===== src/rtl/gpu_pkg.sv =====
// Shared types and defaults for the GPU raster-path blocks.
package gpu_pkg;

  typedef enum logic [1:0] {
    IDLE = 2'd0,
    EMIT = 2'd1,
    DONE = 2'd2
  } rect_state_t;

  localparam logic MODE_FILL    = 1'b0;
  localparam logic MODE_OUTLINE = 1'b1;

  localparam int GPU_SCREEN_W = 640;
  localparam int GPU_SCREEN_H = 480;

endpackage


===== src/rtl/gpu_rect_clip.sv =====
// Combinational corner normalisation and clip of a rectangle to the visible screen.
module gpu_rect_clip
  import gpu_pkg::*;
#(
  parameter int WIDTH_BITS  = 10,
  parameter int HEIGHT_BITS = 9,
  parameter int SCREEN_W    = GPU_SCREEN_W,
  parameter int SCREEN_H    = GPU_SCREEN_H
) (
  input  logic [WIDTH_BITS-1:0]  x1,
  input  logic [WIDTH_BITS-1:0]  x2,
  input  logic [HEIGHT_BITS-1:0] y1,
  input  logic [HEIGHT_BITS-1:0] y2,
  output logic [WIDTH_BITS-1:0]  xmin,
  output logic [WIDTH_BITS-1:0]  xmax,
  output logic [HEIGHT_BITS-1:0] ymin,
  output logic [HEIGHT_BITS-1:0] ymax,
  output logic                   offscreen
);

  localparam logic [WIDTH_BITS-1:0]  X_LAST = WIDTH_BITS'(SCREEN_W - 1);
  localparam logic [HEIGHT_BITS-1:0] Y_LAST = HEIGHT_BITS'(SCREEN_H - 1);

  logic [WIDTH_BITS-1:0]  x_hi;
  logic [HEIGHT_BITS-1:0] y_hi;

  always_comb begin
    xmin = (x1 <= x2) ? x1 : x2;
    x_hi = (x1 <= x2) ? x2 : x1;
    ymin = (y1 <= y2) ? y1 : y2;
    y_hi = (y1 <= y2) ? y2 : y1;
    // Only the far edges need clipping; a near edge past the screen means nothing is visible.
    xmax = (32'(x_hi) > SCREEN_W - 1) ? X_LAST : x_hi;
    ymax = (32'(y_hi) > SCREEN_H - 1) ? Y_LAST : y_hi;
    offscreen = (32'(xmin) >= SCREEN_W) || (32'(ymin) >= SCREEN_H);
  end

endmodule


===== src/rtl/gpu_rect_gen.sv =====
// Rectangle pixel walker: emits clipped fill/outline pixels in raster order over valid/ready.
module gpu_rect_gen
  import gpu_pkg::*;
#(
  parameter int WIDTH_BITS   = 10,
  parameter int HEIGHT_BITS  = 9,
  parameter int SCREEN_W     = GPU_SCREEN_W,
  parameter int SCREEN_H     = GPU_SCREEN_H,
  parameter int CHANNEL_BITS = 8
) (
  input  logic                    clk,
  input  logic                    n_rst,
  input  logic                    start_i,
  input  logic [WIDTH_BITS-1:0]   x1_i,
  input  logic [WIDTH_BITS-1:0]   x2_i,
  input  logic [HEIGHT_BITS-1:0]  y1_i,
  input  logic [HEIGHT_BITS-1:0]  y2_i,
  input  logic                    mode_i,
  input  logic [CHANNEL_BITS-1:0] r_i,
  input  logic [CHANNEL_BITS-1:0] g_i,
  input  logic [CHANNEL_BITS-1:0] b_i,
  input  logic                    abort_i,
  input  logic                    ready_i,
  output logic                    valid_o,
  output logic [WIDTH_BITS-1:0]   x_o,
  output logic [HEIGHT_BITS-1:0]  y_o,
  output logic [CHANNEL_BITS-1:0] r_o,
  output logic [CHANNEL_BITS-1:0] g_o,
  output logic [CHANNEL_BITS-1:0] b_o,
  output logic                    busy_o,
  output logic                    done_o
);

  // Handshake: a pixel transfers on a rising clk edge where valid_o && ready_i;
  // while valid_o is high and ready_i low, x_o/y_o/colour stay unchanged.

  rect_state_t state_q, state_d;

  logic [WIDTH_BITS-1:0]   x_q, x_d, xmin_q, xmin_d, xmax_q, xmax_d;
  logic [HEIGHT_BITS-1:0]  y_q, y_d, ymin_q, ymin_d, ymax_q, ymax_d;
  logic                    mode_q, mode_d;
  logic [CHANNEL_BITS-1:0] r_q, r_d, g_q, g_d, b_q, b_d;

  logic [WIDTH_BITS-1:0]   c_xmin, c_xmax;
  logic [HEIGHT_BITS-1:0]  c_ymin, c_ymax;
  logic                    c_off;
  logic                    interior_row;

  gpu_rect_clip #(
    .WIDTH_BITS (WIDTH_BITS),
    .HEIGHT_BITS(HEIGHT_BITS),
    .SCREEN_W   (SCREEN_W),
    .SCREEN_H   (SCREEN_H)
  ) u_clip (
    .x1       (x1_i),
    .x2       (x2_i),
    .y1       (y1_i),
    .y2       (y2_i),
    .xmin     (c_xmin),
    .xmax     (c_xmax),
    .ymin     (c_ymin),
    .ymax     (c_ymax),
    .offscreen(c_off)
  );

  always_ff @(posedge clk or negedge n_rst) begin
    if (!n_rst) begin
      state_q <= IDLE;
      x_q     <= '0;
      y_q     <= '0;
      xmin_q  <= '0;
      xmax_q  <= '0;
      ymin_q  <= '0;
      ymax_q  <= '0;
      mode_q  <= MODE_FILL;
      r_q     <= '0;
      g_q     <= '0;
      b_q     <= '0;
    end else begin
      state_q <= state_d;
      x_q     <= x_d;
      y_q     <= y_d;
      xmin_q  <= xmin_d;
      xmax_q  <= xmax_d;
      ymin_q  <= ymin_d;
      ymax_q  <= ymax_d;
      mode_q  <= mode_d;
      r_q     <= r_d;
      g_q     <= g_d;
      b_q     <= b_d;
    end
  end

  assign interior_row = (y_q != ymin_q) && (y_q != ymax_q);

  always_comb begin
    state_d = state_q;
    x_d     = x_q;
    y_d     = y_q;
    xmin_d  = xmin_q;
    xmax_d  = xmax_q;
    ymin_d  = ymin_q;
    ymax_d  = ymax_q;
    mode_d  = mode_q;
    r_d     = r_q;
    g_d     = g_q;
    b_d     = b_q;
    case (state_q)
      IDLE: begin
        if (start_i) begin
          xmin_d  = c_xmin;
          xmax_d  = c_xmax;
          ymin_d  = c_ymin;
          ymax_d  = c_ymax;
          mode_d  = mode_i;
          r_d     = r_i;
          g_d     = g_i;
          b_d     = b_i;
          x_d     = c_xmin;
          y_d     = c_ymin;
          state_d = c_off ? DONE : EMIT;
        end
      end
      EMIT: begin
        if (abort_i) begin
          state_d = IDLE;
        end else if (ready_i) begin
          if ((x_q == xmax_q) && (y_q == ymax_q)) begin
            state_d = DONE;
          end else if (x_q == xmax_q) begin
            x_d = xmin_q;
            y_d = y_q + HEIGHT_BITS'(1);
          end else if ((mode_q == MODE_OUTLINE) && interior_row && (x_q == xmin_q)) begin
            // Interior outline rows only carry the two side pixels.
            x_d = xmax_q;
          end else begin
            x_d = x_q + WIDTH_BITS'(1);
          end
        end
      end
      DONE:    state_d = IDLE;
      default: state_d = IDLE;
    endcase
  end

  assign valid_o = (state_q == EMIT);
  assign busy_o  = (state_q != IDLE);
  assign done_o  = (state_q == DONE);
  assign x_o     = x_q;
  assign y_o     = y_q;
  assign r_o     = r_q;
  assign g_o     = g_q;
  assign b_o     = b_q;

endmodule


===== config.mk =====
export PLATFORM = sky130hd
export DESIGN_NAME = gpu_rect_gen
export DESIGN_NICKNAME = d
export VERILOG_FILES = /design/src/rtl/gpu_pkg.sv /design/src/rtl/gpu_rect_clip.sv /design/src/rtl/gpu_rect_gen.sv
export SDC_FILE = /design/constraint.sdc
export NUM_CORES = 1
export LEC_CHECK = 0
export BUFFER_PORTS_ARGS = -buffer_cell sky130_fd_sc_hd__buf_2
export CORE_ASPECT_RATIO = 0.8
export CORE_MARGIN = 2
export CORE_UTILIZATION = 45
export CTS_CLUSTER_SIZE = 40
export DETAILED_ROUTE_END_ITERATION = 8
export HOLD_SLACK_MARGIN = 0.15
export PLACE_DENSITY = 0.68
export SYNTH_ARGS = -nofsm -noshare
export SYNTH_HDL_FRONTEND = slang
export SYNTH_SLANG_ARGS = --single-unit

===== constraint.sdc =====
create_clock -name clk -period 3.6 [get_ports clk]
set_input_delay 0.36 -clock clk [delete_from_list [all_inputs] [get_ports clk]]
set_output_delay 0.36 -clock clk [all_outputs]
set_load 0.005 [all_outputs]

Word-level counts from Yosys, hierarchy flattened
Index checks and enable logic that the tools add are counted.

Flip-flop bits (word level): 84. Bits of input ports: 68. Output and inout bits: 46. Logic and storage cells: 70.

$add $sub $neg: 2. $lt $le $gt $ge: 6. Eq/ne operators: 14. Mux-type cells: 25. Reductions and logical operators: 12.

Operators by type and width (count): $mux W10 (9); $mux W9 (8); $eq A10 B10 Y1 (2); $pmux W10 S2 (1); $ne A9 B9 Y1 (2); $pmux W9 S2 (1); $add A10 B1 Y10 const B (1); $ge A10 B10 Y1 const B (1); $gt A10 B10 Y1 const B (1); $le A10 B10 Y1 (1); $mux W2 (5); $add A9 B1 Y9 const B (1); $eq A9 B9 Y1 (1); $ge A9 B9 Y1 const B (1); $gt A9 B9 Y1 const B (1); $le A9 B9 Y1 (1); $ne A2 B2 Y1 const B (4); $reduce_and A6 Y1 (1); $reduce_and A5 Y1 (1); $logic_and A1 B1 Y1 (4); $pmux W2 S2 (1); $reduce_bool A2 Y1 (2); $ne A3 B2 Y1 const B (1); $ne A3 B3 Y1 const B (1); other kinds (7) (7).

Logic depth before layout (Yosys ltp)
Word-level depth: 10. Gate-level depth with buffers: 10. Mapped depth without buffers: 8.

By module
Synthesis repeated with hierarchy kept, for this count alone.

Cell total of the unflattened synthesis: 660. Area total of the unflattened synthesis: 5524.0 sq um.

By module, submodules not included: gpu_rect_gen (times used 1, cells each 510, area each 4349.2 sq um, sequential area each 2102.0 sq um); gpu_rect_clip (times used 1, cells each 150, area each 1174.9 sq um, sequential area each 0.0 sq um).

Least setup slack after synthesis
No wires, ideal clock.

Kind: in2reg. Start point: input x2_i[3]. End point: register state_q[1]. Setup time: 0.149 ns. Data arrival time: 2.078 ns. Required time: 3.451 ns. Path slack: 1.374 ns. Stages on the path: 8. Buffers on the path: 0. Cells stage by stage: inv_1 > ha_1 > a21o_1 > a21o_1 > a221oi_2 > nor3_1 > a2111oi_1 > o32ai_1.

Longest elaborated chain between the ends: 7.

RTL lines: start, declared (RTL line gpu_rect_gen.sv:15) `input logic [WIDTH_BITS-1:0] x2_i,`; $le A10 B10 Y1 (RTL line gpu_rect_clip.sv:28) `xmin = (x1 <= x2) ? x1 : x2;`; $mux W10 (*) (RTL line gpu_rect_clip.sv:28); $ge A10 B10 Y1 (*) (RTL line gpu_rect_clip.sv:35) `offscreen = (32'(xmin) >= SCREEN_W) || (32'(ymin) >= SCREEN_H);`; $logic_or A1 B1 Y1 (*) (RTL line gpu_rect_clip.sv:35); $mux W2 (*) (RTL line gpu_rect_gen.sv:121) `state_d = c_off ? DONE : EMIT;`; $mux W2 (*) (RTL line gpu_rect_gen.sv:110) `if (start_i) begin`; $pmux W2 S2 (*) (RTL line gpu_rect_gen.sv:108) `case (state_q)`; end signal, assigned (RTL line gpu_rect_gen.sv:80) `state_q <= state_d;`; end, declared (RTL line gpu_rect_gen.sv:37) `rect_state_t state_q, state_d;`.

Every way passes the cells marked *; elsewhere a longest branch is shown, timed or not. The select of a mux whose other input is x is not followed. A chain may end at the register's enable or synchronous reset.

Worst setup path in the final report
Start point: register state_q[0]. End point: register ymax_q[3].

Longest elaborated chain between the ends: 2.

RTL lines: $logic_not A2 Y1 (RTL line gpu_rect_gen.sv:108); $reduce_and A2 Y1 (no source line); end signal, assigned (RTL line gpu_rect_gen.sv:86) `ymax_q <= ymax_d;`; end, declared (RTL line gpu_rect_gen.sv:40) `logic [HEIGHT_BITS-1:0] y_q, y_d, ymin_q, ymin_d, ymax_q, ymax_d;`.

Every way passes these cells.

==> flow_summary.ini <==
[drt]
ant_nets = 0
wl_per_cell_um = 16.6
first_pass_iters = 5
drc_errors = 0
vias = 5159
vias_per_cell = 5.65
wl_um = 15200
first_iter_violations = 400

[finish]
post-route-util_pct = 53.6
drive_gt1_share_pct = 20.0
design_area_um2 = 6490
n_antenna_cell = 0
multi_input_area_um2 = 3130
final_net_count = 845
fillers = 1124
seq_area_um2 = 2100
syn2layout_area_growth_pct = 17.2

[power]
power.total_w = 0.00527
p_leak_nw = 3.19
powerDensity_nw_per_um2 = 812
irDropWorstVdd_v = 0.000402

[yosys]
yosys_warnings = 0
synth_area_leader_cell = dfrtp_1
synth_most_common_cell = nand2_1
post_synth.cell_area_avg_um2 = 8.33
synth_top_area_share_pct = 37.9
synth_nets = 754
yosysSeqAreaShare_pct = 37.9
synth_area_leaders = dfrtp_1, nand2_1, ha_1, a31oi_1, a21oi_1
synth_ff_type = dfrtp_1
synth_commonest_cells = nand2_1, dfrtp_1, nor2_1
synthArstFlopShare_pct = 100
yosys_register_bits = 84
syn-cell-area_um2 = 5540
synth_edf_count = 0
ys_types = 58
synth_cells = 665

[floorplanning]
core_area_um2 = 12100
rows = 36
die_area_um2 = 13200
ios = 114
dieWidth_um = 128
start_util_pct = 45.7
dieHeight_um = 103

[placed_design]
dpl_cell_area_um2 = 6180
portBuffers = 113
gp_congestion = 0.877
hpwl_um = 11300

[sta]
max_slew_margin_pct = 27.8
whs_ns = 0.209
setup-tns-final_ns = 0
tightestPinTransition_ns = 1.08
clock-skew-final_ns = 0.00650
period_share_pct = 74.1
clock.fmax_ghz = 0.375
rsz0062_at_grt = no
min_period_ns = 2.67
setup_viol = 0
drv_slew = 0
hold_viol = 0

[clocking]
cts_htree_levels = 3
cts_buffer_depth = 2
cts_made_buffers = 9
clkSinkCount = 84
cts_setup_buffers = 0
cts_resized = 0
cts_tree = done
root_buffer = clkbuf_16
hold_buffers = 0
path_clk_slew_ns = 0.07
clock_latency_ns = 0.34

[setup_path]
worstSetupEndpointType = flop
crit_required_ns = 3.83
start_kind = flop
rr_startpoint = state_q[0]
setup.worst_path.class = flop to flop
arrival_ns = 2.90
worstSetupStartpoint = state_q[0]
cp_max_fo = 47

[global_routing]
grt_first_pass_wirelength_um = 23800
grt_usage_pct = 22.9
overflow = 0
antenna_found_initial = 0
grt_max_degree = 85
grt_pass1_vias = 4564

[outcome]
outcome = completed

[job]
drv_cap = 0

[worst_hold_path]
hold_class = input port to asynchronous set/reset pin
-- power breakdown --
group,total (W),leakage [nW],switching [W],internal (W)
logic,0.00235,2.04,0.00131,0.00104
clock network,0.000953,0.149,0.000391,0.000562
registers,0.00197,0.996,0.000565,0.00140
-- per-layer routing --
metal / global-route usage (%) / part of all wire, % / vias to the layer above
met2: 33.5 / 43 / 208
li1: - / - / 2526
met4: 5.58 / 0.95 / 0
met5: 0 / 0 / -
met1: 35.6 / 49 / 2414
met3: 3.45 / 7.0 / 11
-- cells by family (layout without fill, tap and decap cells) --
group	after synthesis	in the layout	synth area share [%]
buffers and inverters	75	171	5.76
AND/OR/NAND/NOR	262	262	22.1
adder cells (fa/ha/maj)	21	21	4.74
AO/OA/AOI/OAI	158	158	18.5
multiplexers	19	19	3.48
flip-flops	84	84	37.9
XOR/XNOR	46	46	7.54
-- layout make-up --
cell class / instances / area share (%)
Sequential cell: 84 / 32.4
Tap cell: 152 / 2.93
Clock buffer: 10 / 3.68
Multi-Input combinational cell: 506 / 48.2
Inverter: 33 / 1.91
Timing Repair Buffer: 122 / 9.79
Clock inverter: 6 / 1.12
-- layout by cell type (no fill, tap or decap), types with 21 or more instances in the layout --
master   Yosys  layout
inv_1       33      33
and3_1      27      27
dfrtp_1     84      84
nor2_1      45      44
xor2_1      23      23
a21oi_1     41      41
nand2_1    121     120
a31oi_1     36      36
o21ai_0     37      37
buf_2       12     112
ha_1        21      21
xnor2_1     21      21
-- flip-flops by register name (all words and copies together), names as in the netlist, 8 cells and up --
register and count:
x_o 10, xmax_q 10, xmin_q 10, y_o 9, ymax_q 9, ymin_q 9
b_o 8, g_o 8, r_o 8
-- final timing paths --
check	depth (start not counted)	slack [ns]	end
worst max-delay path	5	0.93	ymax_q[3]
worst min-delay path	1	0.21	xmax_q[2]
worst max register to register	5	0.93	ymax_q[3]
worst min register to register	2	0.47	b_o[1]
max in group asynchronous	1	2.68	b_o[1]
min in group clk	3	0.21	b_o[1]
-- critical path, stage by stage, from the launching register on --
cell and delay, ns:
dfrtp_1 0.73, nand3b_1 0.24, a21oi_1 0.47, nand2_2 0.39, buf_4 0.40, o31ai_1 0.33
-- stage by stage --
step	setup WS (ns)	instances
finish	0.933	913
global route	0.722	913
CTS	0.970	913
detailed placement	0.734	897
global placement	0.835	897
floorplan	1.37	665
No activity file was read; power rests on OpenSTA's default activity.
